===== src/rtl/ifetch_queue.sv =====
// ifetch_queue
//   Instruction fetch queue feeding the decode stage. Issues sequential
//   word fetches to instruction memory, buffers returned words together
//   with their PCs in a DEPTH-entry FIFO, and presents the head entry over
//   a valid/ready handshake. A redirect flushes everything and restarts
//   fetch at the new PC.
//
// Parameters
//   DEPTH     FIFO entries (power of two, >= 2)
//   RESET_PC  first fetch address after reset
//
// Ports
//   clk, rst_n               clock, asynchronous active-low reset
//   imem_req / imem_addr     fetch request and word-aligned address
//   imem_rvalid / imem_rdata read response, exactly one cycle after request
//   redirect / redirect_pc   flush and restart fetch at redirect_pc & ~3
//   inst_valid / inst_ready  head-entry handshake towards decode
//   inst / inst_pc           head instruction word and its PC
//   inst_illegal             head opcode unsupported
//   ifq_count                current FIFO occupancy
//
// Build option
//   IFQ_OPCODE_CHECK_EN  when defined, inst_illegal flags a valid head whose
//                        opcode is not in the supported set; otherwise 0.

module ifetch_queue #(
    parameter int unsigned DEPTH    = 4,
    parameter logic [31:0] RESET_PC = 32'h0000_0000
) (
    input  logic                   clk,
    input  logic                   rst_n,
    output logic                   imem_req,
    output logic [31:0]            imem_addr,
    input  logic                   imem_rvalid,
    input  logic [31:0]            imem_rdata,
    input  logic                   redirect,
    input  logic [31:0]            redirect_pc,
    output logic                   inst_valid,
    input  logic                   inst_ready,
    output logic [31:0]            inst,
    output logic [31:0]            inst_pc,
    output logic                   inst_illegal,
    output logic [$clog2(DEPTH):0] ifq_count
);

    localparam int unsigned PW = $clog2(DEPTH);
    localparam int unsigned CW = PW + 1;

    logic [31:0]   r_fetch_pc;
    logic [31:0]   r_req_pc;
    logic          r_inflight;
    logic [31:0]   r_word [DEPTH];
    logic [31:0]   r_pc   [DEPTH];
    logic [PW-1:0] r_rd_ptr;
    logic [PW-1:0] r_wr_ptr;
    logic [CW-1:0] r_count;

    logic [CW-1:0] w_used;
    logic          w_issue;
    logic          w_push;
    logic          w_pop;

    // A request is only issued when an entry is guaranteed free for its
    // response, so a push can never hit a full FIFO. Gating with rst_n keeps
    // imem_req low while reset is held.
    always_comb begin
        w_used     = r_count + CW'(r_inflight);
        w_issue    = rst_n & ~redirect & (w_used < CW'(DEPTH));
        inst_valid = (r_count != '0) & ~redirect;
        w_push     = imem_rvalid & r_inflight & ~redirect;
        w_pop      = inst_valid & inst_ready;
        imem_req   = w_issue;
        imem_addr  = r_fetch_pc;
        inst       = r_word[r_rd_ptr];
        inst_pc    = r_pc[r_rd_ptr];
        ifq_count  = r_count;
    end

    always_ff @(posedge clk or negedge rst_n) begin
        if (!rst_n) begin
            r_fetch_pc <= RESET_PC;
            r_req_pc   <= '0;
            r_inflight <= 1'b0;
            r_rd_ptr   <= '0;
            r_wr_ptr   <= '0;
            r_count    <= '0;
        end else if (redirect) begin
            // Clearing inflight drops the response to any pre-redirect request.
            r_fetch_pc <= redirect_pc & 32'hFFFF_FFFC;
            r_inflight <= 1'b0;
            r_rd_ptr   <= '0;
            r_wr_ptr   <= '0;
            r_count    <= '0;
        end else begin
            if (w_issue) begin
                r_req_pc   <= r_fetch_pc;
                r_fetch_pc <= r_fetch_pc + 32'd4;
            end
            // Memory answers exactly one cycle after a request, so the
            // inflight flag simply tracks whether a request went out.
            r_inflight <= w_issue;
            if (w_push) r_wr_ptr <= r_wr_ptr + PW'(1);
            if (w_pop)  r_rd_ptr <= r_rd_ptr + PW'(1);
            case ({w_push, w_pop})
                2'b10:   r_count <= r_count + CW'(1);
                2'b01:   r_count <= r_count - CW'(1);
                default: r_count <= r_count;
            endcase
        end
    end

    always_ff @(posedge clk or negedge rst_n) begin
        if (!rst_n) begin
            for (int unsigned i = 0; i < DEPTH; i++) begin
                r_word[PW'(i)] <= '0;
                r_pc[PW'(i)]   <= '0;
            end
        end else if (w_push) begin
            r_word[r_wr_ptr] <= imem_rdata;
            r_pc[r_wr_ptr]   <= r_req_pc;
        end
    end

`ifdef IFQ_OPCODE_CHECK_EN
    logic w_opcode_ok;

    always_comb begin
        w_opcode_ok = 1'b0;
        case (inst[6:0])
            7'b0110011, 7'b0000011, 7'b0100011, 7'b1100011, 7'b0110111,
            7'b0010111, 7'b1101111, 7'b1100111, 7'b0010011: w_opcode_ok = 1'b1;
            default:                                         w_opcode_ok = 1'b0;
        endcase
        inst_illegal = inst_valid & ~w_opcode_ok;
    end
`else
    always_comb begin
        inst_illegal = 1'b0;
    end
`endif

endmodule


===== config.mk =====
export PLATFORM = sky130hd
export DESIGN_NAME = ifetch_queue
export DESIGN_NICKNAME = d
export VERILOG_FILES = /design/src/rtl/ifetch_queue.sv
export SDC_FILE = /design/constraint.sdc
export NUM_CORES = 1
export LEC_CHECK = 0
export CAP_MARGIN = 25
export CORE_MARGIN = 5
export CORE_UTILIZATION = 40
export DETAILED_ROUTE_END_ITERATION = 12
export RECOVER_POWER = 25
export SETUP_SLACK_MARGIN = 0.15
export SYNTH_ARGS = -nofsm -noshare
export SYNTH_HDL_FRONTEND = slang
export SYNTH_SLANG_ARGS = --single-unit

===== constraint.sdc =====
create_clock -name clk -period 2.1 [get_ports clk]
set_clock_uncertainty 0.2 [all_clocks]
set_input_delay 0.42 -clock clk [delete_from_list [all_inputs] [get_ports clk]]
set_output_delay 0.42 -clock clk [all_outputs]
set_load 0.1 [all_outputs]

==> results of run 1 <==
-- sequential cells by signal, indices dropped and copies added (netlist names) --
signal	count
ifq_count	3
imem_addr	30
r_inflight	1
r_pc	120
r_rd_ptr	2
r_req_pc	30
r_word	128
r_wr_ptr	2
-- final cells by class --
type	count	area, um^2
Fill cell	2782	14700
Sequential cell	316	7990
Inverter	13	52.6
Clock inverter	13	131
Multi-Input combinational cell	584	6410
Tap cell	461	577
Timing Repair Buffer	323	4490
Clock buffer	50	1030
-- critical path, delay by kind of cell (launching register included) --
family | cells | cell delay [ns]
buffers and inverters | 3 | 0.50
muxes | 1 | 0.55
DFF | 1 | 0.45
-- final timing paths --
check,startpoint,to,slack (ns),cells after the start
setup reg to reg,ifq_count[0],imem_addr[25],-0.46,12
min in group asynchronous,rst_n,imem_addr[14],0.71,2
setup / recovery,r_rd_ptr[0],inst_pc[17],-0.56,4
max in group asynchronous,rst_n,imem_addr[18],-0.15,4
hold / removal,redirect_pc[8],imem_addr[8],0.25,3
hold reg to reg,r_pc[37],r_pc[37],0.30,1
-- power breakdown --
group          internal [mW]  total [mW]  switching [mW]
Sequential              6.92        7.46           0.544
Combinational           3.59        8.92            5.33
Clock                   3.60        6.09            2.49
-- stage by stage --
step | cells | utilization
after floorplan | 980 | -
after global placement | 1630 | 0.516
after detailed placement | 1630 | 0.516
after CTS | 1724 | 0.564
after global routing | 1760 | 0.584
final | 1760 | 0.584
-- metal layers --
layer | vias up | track usage
met3 | 44 | 0.0379
met4 | 2 | 0.0388
met1 | 4969 | 0.258
met5 | - | 0
met2 | 256 | 0.303
li1 | 4275 | -
-- synthesized netlist by cell type (6+ instances only) --
library cell and instances:
dfrtp_1 316, mux2_2 275, mux4_2 62, clkbuf_1 48
o21ai_0 29, nand2_1 25, nor2_1 25, nand3_1 21
a31oi_1 15, or4_1 13, inv_1 12, nand4_1 12
o31ai_1 11, buf_2 9, nor2b_1 8, and4_1 7
or3_1 7, nor4_1 6
-- cell families (layout without fill, tap and decap cells) --
kind of cell | after synthesis | count (layout)
xor+xnor | 9 | 9
mux | 338 | 338
buf+inv | 80 | 399
fa+ha+maj | 6 | 6
flops | 316 | 316
compound gates | 84 | 84
simple gates | 142 | 142
other cells | 1 | 5
-- what timing repair did --
action	in CTS	in global routing
hold buffers	2	0
setup endpoints to repair	378	238
pin swaps	29	33
resized for setup	82	82
endpoints found under the hold margin	6	0
buffers inserted	29	26
gates cloned	0	10
==> flow_summary.json, run 1 <==
{
  "synth_ff_type": "dfrtp_1",
  "yosys.area_share.simple": 0.0546,
  "maxSlewViolCount": 0,
  "grt_pass1_wl_um": 57800,
  "yosys_warnings": 0,
  "pre_cts_slack_ns": -0.578,
  "port_buffers": 163,
  "antenna_cells": 0,
  "yosys_register_bits": 316,
  "wirelength_um": 37600,
  "syn_area_per_cell_um2": 14.6,
  "clkTransAtPathRegs_ns": 0.05,
  "synth.cell_area_um2": 14200,
  "synth_top_area_frac": 0.555,
  "synth_top_family_by_area": "multiplexers",
  "dpl_cell_area_um2": 18300,
  "setup.worst_path.class": "reg -> out",
  "hpwl_um": 24100,
  "final.setup.tns_ns": -64.10,
  "cp_data_required_time_ns": 1.48,
  "yosysSeqAreaShare": 0.555,
  "hold_path_class": "in -> reg",
  "min_period_ns": 2.66,
  "ir_drop_uv": 996,
  "final_common_cell": "dfrtp_1",
  "root_buffer": "clkbuf_16",
  "cpMaxStageDelayCell": "mux4_2",
  "timing.fmax_mhz": 376,
  "synth_fa_ha_area_frac": 0.00580,
  "routabilityCongestion": 0.844,
  "core_area_um2": 35400,
  "wl_met3_um": 1970,
  "critPathMaxFanout": 5,
  "yosys.area.top_type": "dfrtp_1",
  "async_flop_share": 1.00,
  "firstDrtPassIters": 4,
  "cp-end-kind": "primary output",
  "antenna_found_initial": 1,
  "synth_cells": 976,
  "total_power_mw": 22.5,
  "synth_edf_count": 0,
  "whs_ns": 0.245,
  "arrival_ns": 2.04,
  "drtIter0Drc": 432,
  "post-route-drc-count": 0,
  "hold_violations": 0,
  "viasPerCell": 5.42,
  "cts_tree": "yes",
  "highest-signal-layer": "met5",
  "fin_crit_sh": 1.27,
  "violations": "negative setup slack",
  "avgRoutedWirePerCell_um": 21.4,
  "slew_headroom": 0.524,
  "met1_length_um": 16800,
  "postRouteAntennaNets": 0,
  "grt_max_degree": 113,
  "grt_setup_unrepaired": "true",
  "drive_gt1_frac": 0.565,
  "die_x_um": 199,
  "ys_top_cells_by_area": "dfrtp_1 (56%), mux2_2 (22%), mux4_2 (9.8%)",
  "setup_viol": 290,
  "dieArea_um2": 39500,
  "area_growth_pct": 45.3,
  "slowest_delay_ns": 0.55,
  "synth_compound_area_frac": 0.0390,
  "grt_pass1_vias": 10200,
  "die_y_um": 199,
  "mostFrequentLayoutCells": "dfrtp_1 (283), mux2_2 (259), buf_12 (119)",
  "clockBufferDepth": 3,
  "worst-slew-pin-transition_ns": 0.714,
  "synth_mux_area_frac": 0.316,
  "p_per_area_nw_per_um2": 1090,
  "cts-htree-levels": 2,
  "rows": 69,
  "grt.total_usage": 0.185,
  "num_io_pins": 171,
  "via_count": 9546,
  "synthXorXnorAreaFrac": 0.00554,
  "clock-sinks": 316,
  "critPathLaunchType": "register",
  "final_area_um2": 20700,
  "yosysUniqueCellTypes": 50,
  "leakage_nw": 9.29,
  "layout_setup_ws_ns": -0.558,
  "cts_made_buffers": 37,
  "run_status": "finished, violations left",
  "maxCapViolations": 0,
  "layout.nets": 1350,
  "cp_common_cell": "buf_12",
  "path_cells": "buf_12, clkbuf_16, mux4_2, buf_12",
  "grt_overflow": 0,
  "initial_utilization": 0.402,
  "wl_met2_um": 18200,
  "clock_latency_ns": 0.53
}
Power figures use the tool's default switching activity.
==> run 2: changes to the inputs <==
--- a/config.mk
+++ b/config.mk
@@ -14,3 +14,4 @@
 export SYNTH_ARGS = -nofsm -noshare
 export SYNTH_HDL_FRONTEND = slang
 export SYNTH_SLANG_ARGS = --single-unit
+export TNS_END_PERCENT = 10
==> run 2 against run 1 <==
Effect of this change:
- the flow still finishes with violations (negative setup slack)
- cell area is 4.2% lower
- die area is the same
- wire length is 6.1% lower
- largest cell class unchanged
- largest power group unchanged
==> flow_summary.json, run 2 (synthesized netlist as in run 1, its figures left out) <==
{
  "dpl_cell_area_um2": 18200,
  "firstDrtPassIters": 5,
  "timing.fmax_mhz": 372,
  "leakage_nw": 8.87,
  "layout.nets": 1292,
  "mostFrequentLayoutCells": "dfrtp_1 (284), mux2_2 (268), buf_12 (116)",
  "initial_utilization": 0.402,
  "regMostFlops": "r_word",
  "root_buffer": "clkbuf_16",
  "min_period_ns": 2.69,
  "dieArea_um2": 39500,
  "cp_data_required_time_ns": 1.48,
  "layout_setup_ws_ns": -0.585,
  "reg.largest.list": "r_word (128), r_pc (120)",
  "grt.total_usage": 0.179,
  "clockBufferDepth": 3,
  "final_common_cell": "dfrtp_1",
  "ir_drop_uv": 686,
  "drive_gt1_frac": 0.521,
  "cts_tree": "yes",
  "grt_setup_unrepaired": "true",
  "setup.worst_path.class": "reg -> out",
  "critPathLaunchType": "register",
  "run_status": "finished, violations left",
  "worst-slew-pin-transition_ns": 0.616,
  "whs_ns": 0.262,
  "routabilityCongestion": 0.867,
  "clkTransAtPathRegs_ns": 0.06,
  "die_x_um": 199,
  "maxCapViolations": 0,
  "crit_buf_inv": 3,
  "met1_length_um": 16100,
  "highest-signal-layer": "met4",
  "setup_viol": 124,
  "largest_register_ffs": 128,
  "slew_headroom": 0.589,
  "drtIter0Drc": 418,
  "place_inst": 1630,
  "final_area_um2": 19800,
  "die_y_um": 199,
  "wl_met3_um": 1660,
  "wl_met2_um": 16900,
  "area_growth_pct": 39.2,
  "ff_latch_area_um2": 7990,
  "grt_overflow": 0,
  "postRouteAntennaNets": 0,
  "port_buffers": 163,
  "core_area_um2": 35400,
  "slowest_delay_ns": 0.57,
  "avgRoutedWirePerCell_um": 20.7,
  "cpMaxStageDelayCell": "mux4_2",
  "multi_input_area_um2": 6150,
  "antenna_cells": 0,
  "cts_made_buffers": 37,
  "cp_common_cell": "buf_12",
  "wirelength_um": 35300,
  "clock-sinks": 316,
  "fin_crit_sh": 1.28,
  "post-route-drc-count": 0,
  "hold_violations": 0,
  "grt_pass1_vias": 9853,
  "p_per_area_nw_per_um2": 1130,
  "path_delay_family": "multiplexers",
  "num_io_pins": 171,
  "critPathMaxFanout": 14,
  "grt_max_degree": 124,
  "hpwl_um": 23600,
  "grt_pass1_wl_um": 56100,
  "viasPerCell": 5.45,
  "cp-end-kind": "primary output",
  "via_count": 9281,
  "clock_latency_ns": 0.52,
  "final-instance-count-excl-fill": 1704,
  "maxSlewViolCount": 0,
  "hold_path_class": "in -> reg",
  "antenna_found_initial": 1,
  "final.setup.tns_ns": -36.31,
  "violations": "negative setup slack",
  "path_cells": "buf_12, buf_16, mux4_2, buf_12",
  "total_power_mw": 22.4,
  "fillers": 2869,
  "rows": 69,
  "arrival_ns": 2.07,
  "cts-htree-levels": 2
}
-- run 2: cell types whose count changed in the layout (fill, tap and decap cells not counted), sizes merged --
cell / previous run / this run
inv: 13 / 12
dlygate4sd3: 2 / 1
clkdlybuf4s25: 0 / 1
buf: 244 / 192
bufinv: 1 / 3
clkbuf: 63 / 56
clkinvlp: 3 / 2
clkinv: 9 / 12
-- run 2: power breakdown --
group	internal (mW)	total, mW	switching (mW)
logic	3.38	8.57	5.20
clock network	3.94	6.42	2.48
registers	6.92	7.45	0.536
total	14.2	22.4	8.22
-- run 2: repair_timing --
item	CTS	global route
gates cloned	0	4
setup endpoints to repair	385	303
buffers inserted	0	3
pin swaps	6	4
endpoints found under the hold margin	29	3
resized for setup	32	19
hold buffers	1	1
-- run 2: layout make-up --
class | count | area share
Sequential cell | 316 | 0.403
Multi-Input combinational cell | 584 | 0.311
Timing Repair Buffer | 265 | 0.192
Clock buffer | 49 | 0.0535
Tap cell | 461 | 0.0291
Clock inverter | 16 | 0.00947
Inverter | 13 | 0.00265
-- run 2: worst reg2reg max path: stages, from the launching register on --
cell and delay [ns]:
dfrtp_4 0.48, or3_1 0.41, nand3_2 0.10, nor2_1 0.06, fa_1 0.39, a22oi_2 0.17
mux2_2 0.34
-- run 2: routing by layer --
| layer | global-route usage | vias to the layer above |
|---|---|---|
| met5 | 0 | - |
| met3 | 0.0273 | 49 |
| met4 | 0.0431 | 0 |
| met2 | 0.283 | 250 |
| met1 | 0.263 | 4813 |
| li1 | - | 4169 |
-- run 2: through the flow --
stage               utilization  setup slack, ns
floorplan                     -           -0.460
global placement          0.515           -0.628
detailed placement        0.515           -0.677
CTS                       0.554           -0.611
global route              0.560           -0.643
finish                    0.560           -0.585
-- run 2: path summary, 6_finish.rpt --
path	startpoint	end	slack [ns]	cells past startpoint
max reg2reg	ifq_count[0]	ifq_count[2]	-0.18	6
min in group asynchronous	rst_n	imem_addr[4]	0.70	3
max	r_rd_ptr[0]	inst[11]	-0.59	4
max in group asynchronous	rst_n	r_req_pc[26]	-0.02	4
min	redirect_pc[8]	imem_addr[8]	0.26	3
min reg2reg	r_pc[22]	r_pc[22]	0.30	1
==> run 3: changes to the inputs <==
--- a/config.mk
+++ b/config.mk
@@ -9,6 +9,7 @@
 export CORE_MARGIN = 5
 export CORE_UTILIZATION = 40
 export DETAILED_ROUTE_END_ITERATION = 12
+export PLACE_DENSITY = 0.73
 export RECOVER_POWER = 25
 export SETUP_SLACK_MARGIN = 0.15
 export SYNTH_ARGS = -nofsm -noshare
==> run 3 against run 2 <==
Effect of this change:
- the run still ends with negative setup slack left
- utilization rose by 0.067 points
- power fell by 0.18%
- sequential power barely moved
- non-clock buffer count rose by 8
- hold slack got worse by 0.13 ns
- count of clock-buffer cells in the layout fell by 2
- combinational power rose by 0.8%
- largest cell class unchanged
==> flow_summary.json, run 3 (synthesized netlist as in run 1, its figures left out) <==
{
  "fin_util": 0.561,
  "power_frac_seq": 0.333,
  "violations": "negative setup slack",
  "clock_latency_ns": 0.53,
  "worst-slew-pin-transition_ns": 0.573,
  "antenna_cells": 0,
  "ir_drop_uv": 856,
  "p_int_mw": 14.1,
  "cp-end-kind": "primary output",
  "grt.total_usage": 0.179,
  "core_area_um2": 35400,
  "routabilityCongestion": 0.828,
  "path_cells": "buf_12, buf_12, clkbuf_16, mux4_2, buf_12",
  "via_count": 9311,
  "drtIter0Drc": 458,
  "num_io_pins": 171,
  "die_y_um": 199,
  "regMostFlops": "r_word",
  "p_per_area_nw_per_um2": 1130,
  "swShare": 0.369,
  "dpl_cell_area_um2": 18200,
  "cts_made_buffers": 35,
  "largest_register_ffs": 128,
  "setup_viol": 274,
  "fin_crit_sh": 1.30,
  "cts_tree": "yes",
  "run_status": "finished, violations left",
  "maxSlewViolCount": 0,
  "wirelength_um": 35500,
  "post-route-drc-count": 0,
  "whs_ns": 0.133,
  "place_inst": 1627,
  "drive_gt1_frac": 0.525,
  "hold_violations": 0,
  "power_frac_clock": 0.281,
  "postRouteAntennaNets": 0,
  "avgRoutedWirePerCell_um": 20.8,
  "leakage_nw": 8.81,
  "grt_setup_unrepaired": "true",
  "grt_pass1_vias": 9962,
  "maxCapViolations": 0,
  "clockBufferDepth": 3,
  "critPathLaunchType": "register",
  "port_buffers": 163,
  "reg.largest.list": "r_word (128), r_pc (120)",
  "cpMaxStageDelayCell": "dfrtp_4",
  "slew_headroom": 0.618,
  "slowest_delay_ns": 0.50,
  "arrival_ns": 2.11,
  "setup.worst_path.class": "reg -> out",
  "switchingPower_mw": 8.26,
  "min_period_ns": 2.73,
  "critPathMaxFanout": 5,
  "viasPerCell": 5.44,
  "layout_setup_ws_ns": -0.627,
  "clock-sinks": 316,
  "cp_common_cell": "buf_12",
  "area_growth_pct": 39.3,
  "hold_path_class": "in -> reg",
  "firstDrtPassIters": 6,
  "dieArea_um2": 39500,
  "layout.nets": 1298,
  "grt_max_degree": 93,
  "final_common_cell": "dfrtp_1",
  "cts-htree-levels": 2,
  "cp_data_required_time_ns": 1.48,
  "die_x_um": 199,
  "hpwl_um": 23700,
  "root_buffer": "clkbuf_16",
  "final_area_um2": 19800,
  "combPwrFrac": 0.386,
  "final-instance-count-excl-fill": 1711,
  "timing.fmax_mhz": 367,
  "antenna_found_initial": 0,
  "rows": 69,
  "grt_pass1_wl_um": 56000,
  "clkTransAtPathRegs_ns": 0.06,
  "initial_utilization": 0.402,
  "mostFrequentLayoutCells": "dfrtp_1 (284), mux2_2 (274), buf_12 (116)",
  "grt_overflow": 0
}
## run 3: power groups by stage
stage / logic (mW) / clock network, mW / registers [mW]
6_report: 8.64 / 6.30 / 7.47
5_1_grt: 8.93 / 6.70 / 7.57
4_1_cts: 8.64 / 6.47 / 7.47
3_5_place_dp: 8.54 / 0 / 7.56
3_3_place_gp: 8.45 / 0 / 7.50
2_1_floorplan: 4.96 / 0 / 7.82
## run 3: routing by layer
metal | up-vias | GRT usage | wire length, um
li1 | 4164 | - | -
met1 | 4802 | 0.248 | 15500
met2 | 286 | 0.294 | 17400
met3 | 59 | 0.0356 | 1930
met4 | 0 | 0.0420 | 680
met5 | - | 0 | 0
## run 3: layout make-up
cell class                 count  area, um^2
tap                          461         577
fill                        2785       15600
sequential                   316        7990
multi-input combinational    584        6150
inverter                      13        52.6
clock inverter                17         210
timing repair buffer         273        3870
clock buffer                  47         991
## run 3: worst paths after layout
kind	startpoint	end	slack (ns)	cells past startpoint
min in group asynchronous	rst_n	r_inflight	0.71	3
worst max register to register	ifq_count[1]	imem_addr[20]	-0.18	8
worst max-delay path	r_rd_ptr[0]	inst_pc[6]	-0.63	5
max in group asynchronous	rst_n	r_word[124]	-0.12	5
worst min register to register	r_word[38]	r_word[38]	0.30	1
worst min-delay path	redirect	r_rd_ptr[1]	0.13	3
## run 3: worst max-delay path: cells and delay by family (launching register included)
family | cells | cell delay [ns]
flops | 1 | 0.50
buf+inv | 4 | 0.63
mux | 1 | 0.45
## run 3: stage by stage
stage | power [mW] | setup TNS (ns) | worst slack, ns
5_1_grt | 23.2 | -91.91 | -0.682
6_report | 22.4 | -52.92 | -0.627
4_1_cts | 22.6 | -56.90 | -0.645
3_5_place_dp | 16.1 | -139.11 | -0.568
3_3_place_gp | 16.0 | -138.47 | -0.560
2_1_floorplan | 12.8 | -26.21 | -0.460
## run 3: what timing repair did
| action | CTS | global route |
|---|---|---|
| cloned | 1 | 3 |
| buffers inserted | 6 | 7 |
| hold buffers | 1 | 2 |
| endpoints found under the hold margin | 72 | 10 |
| endpoints found under the setup margin | 382 | 631 |
| resized for setup | 38 | 34 |
| pin swaps | 9 | 20 |
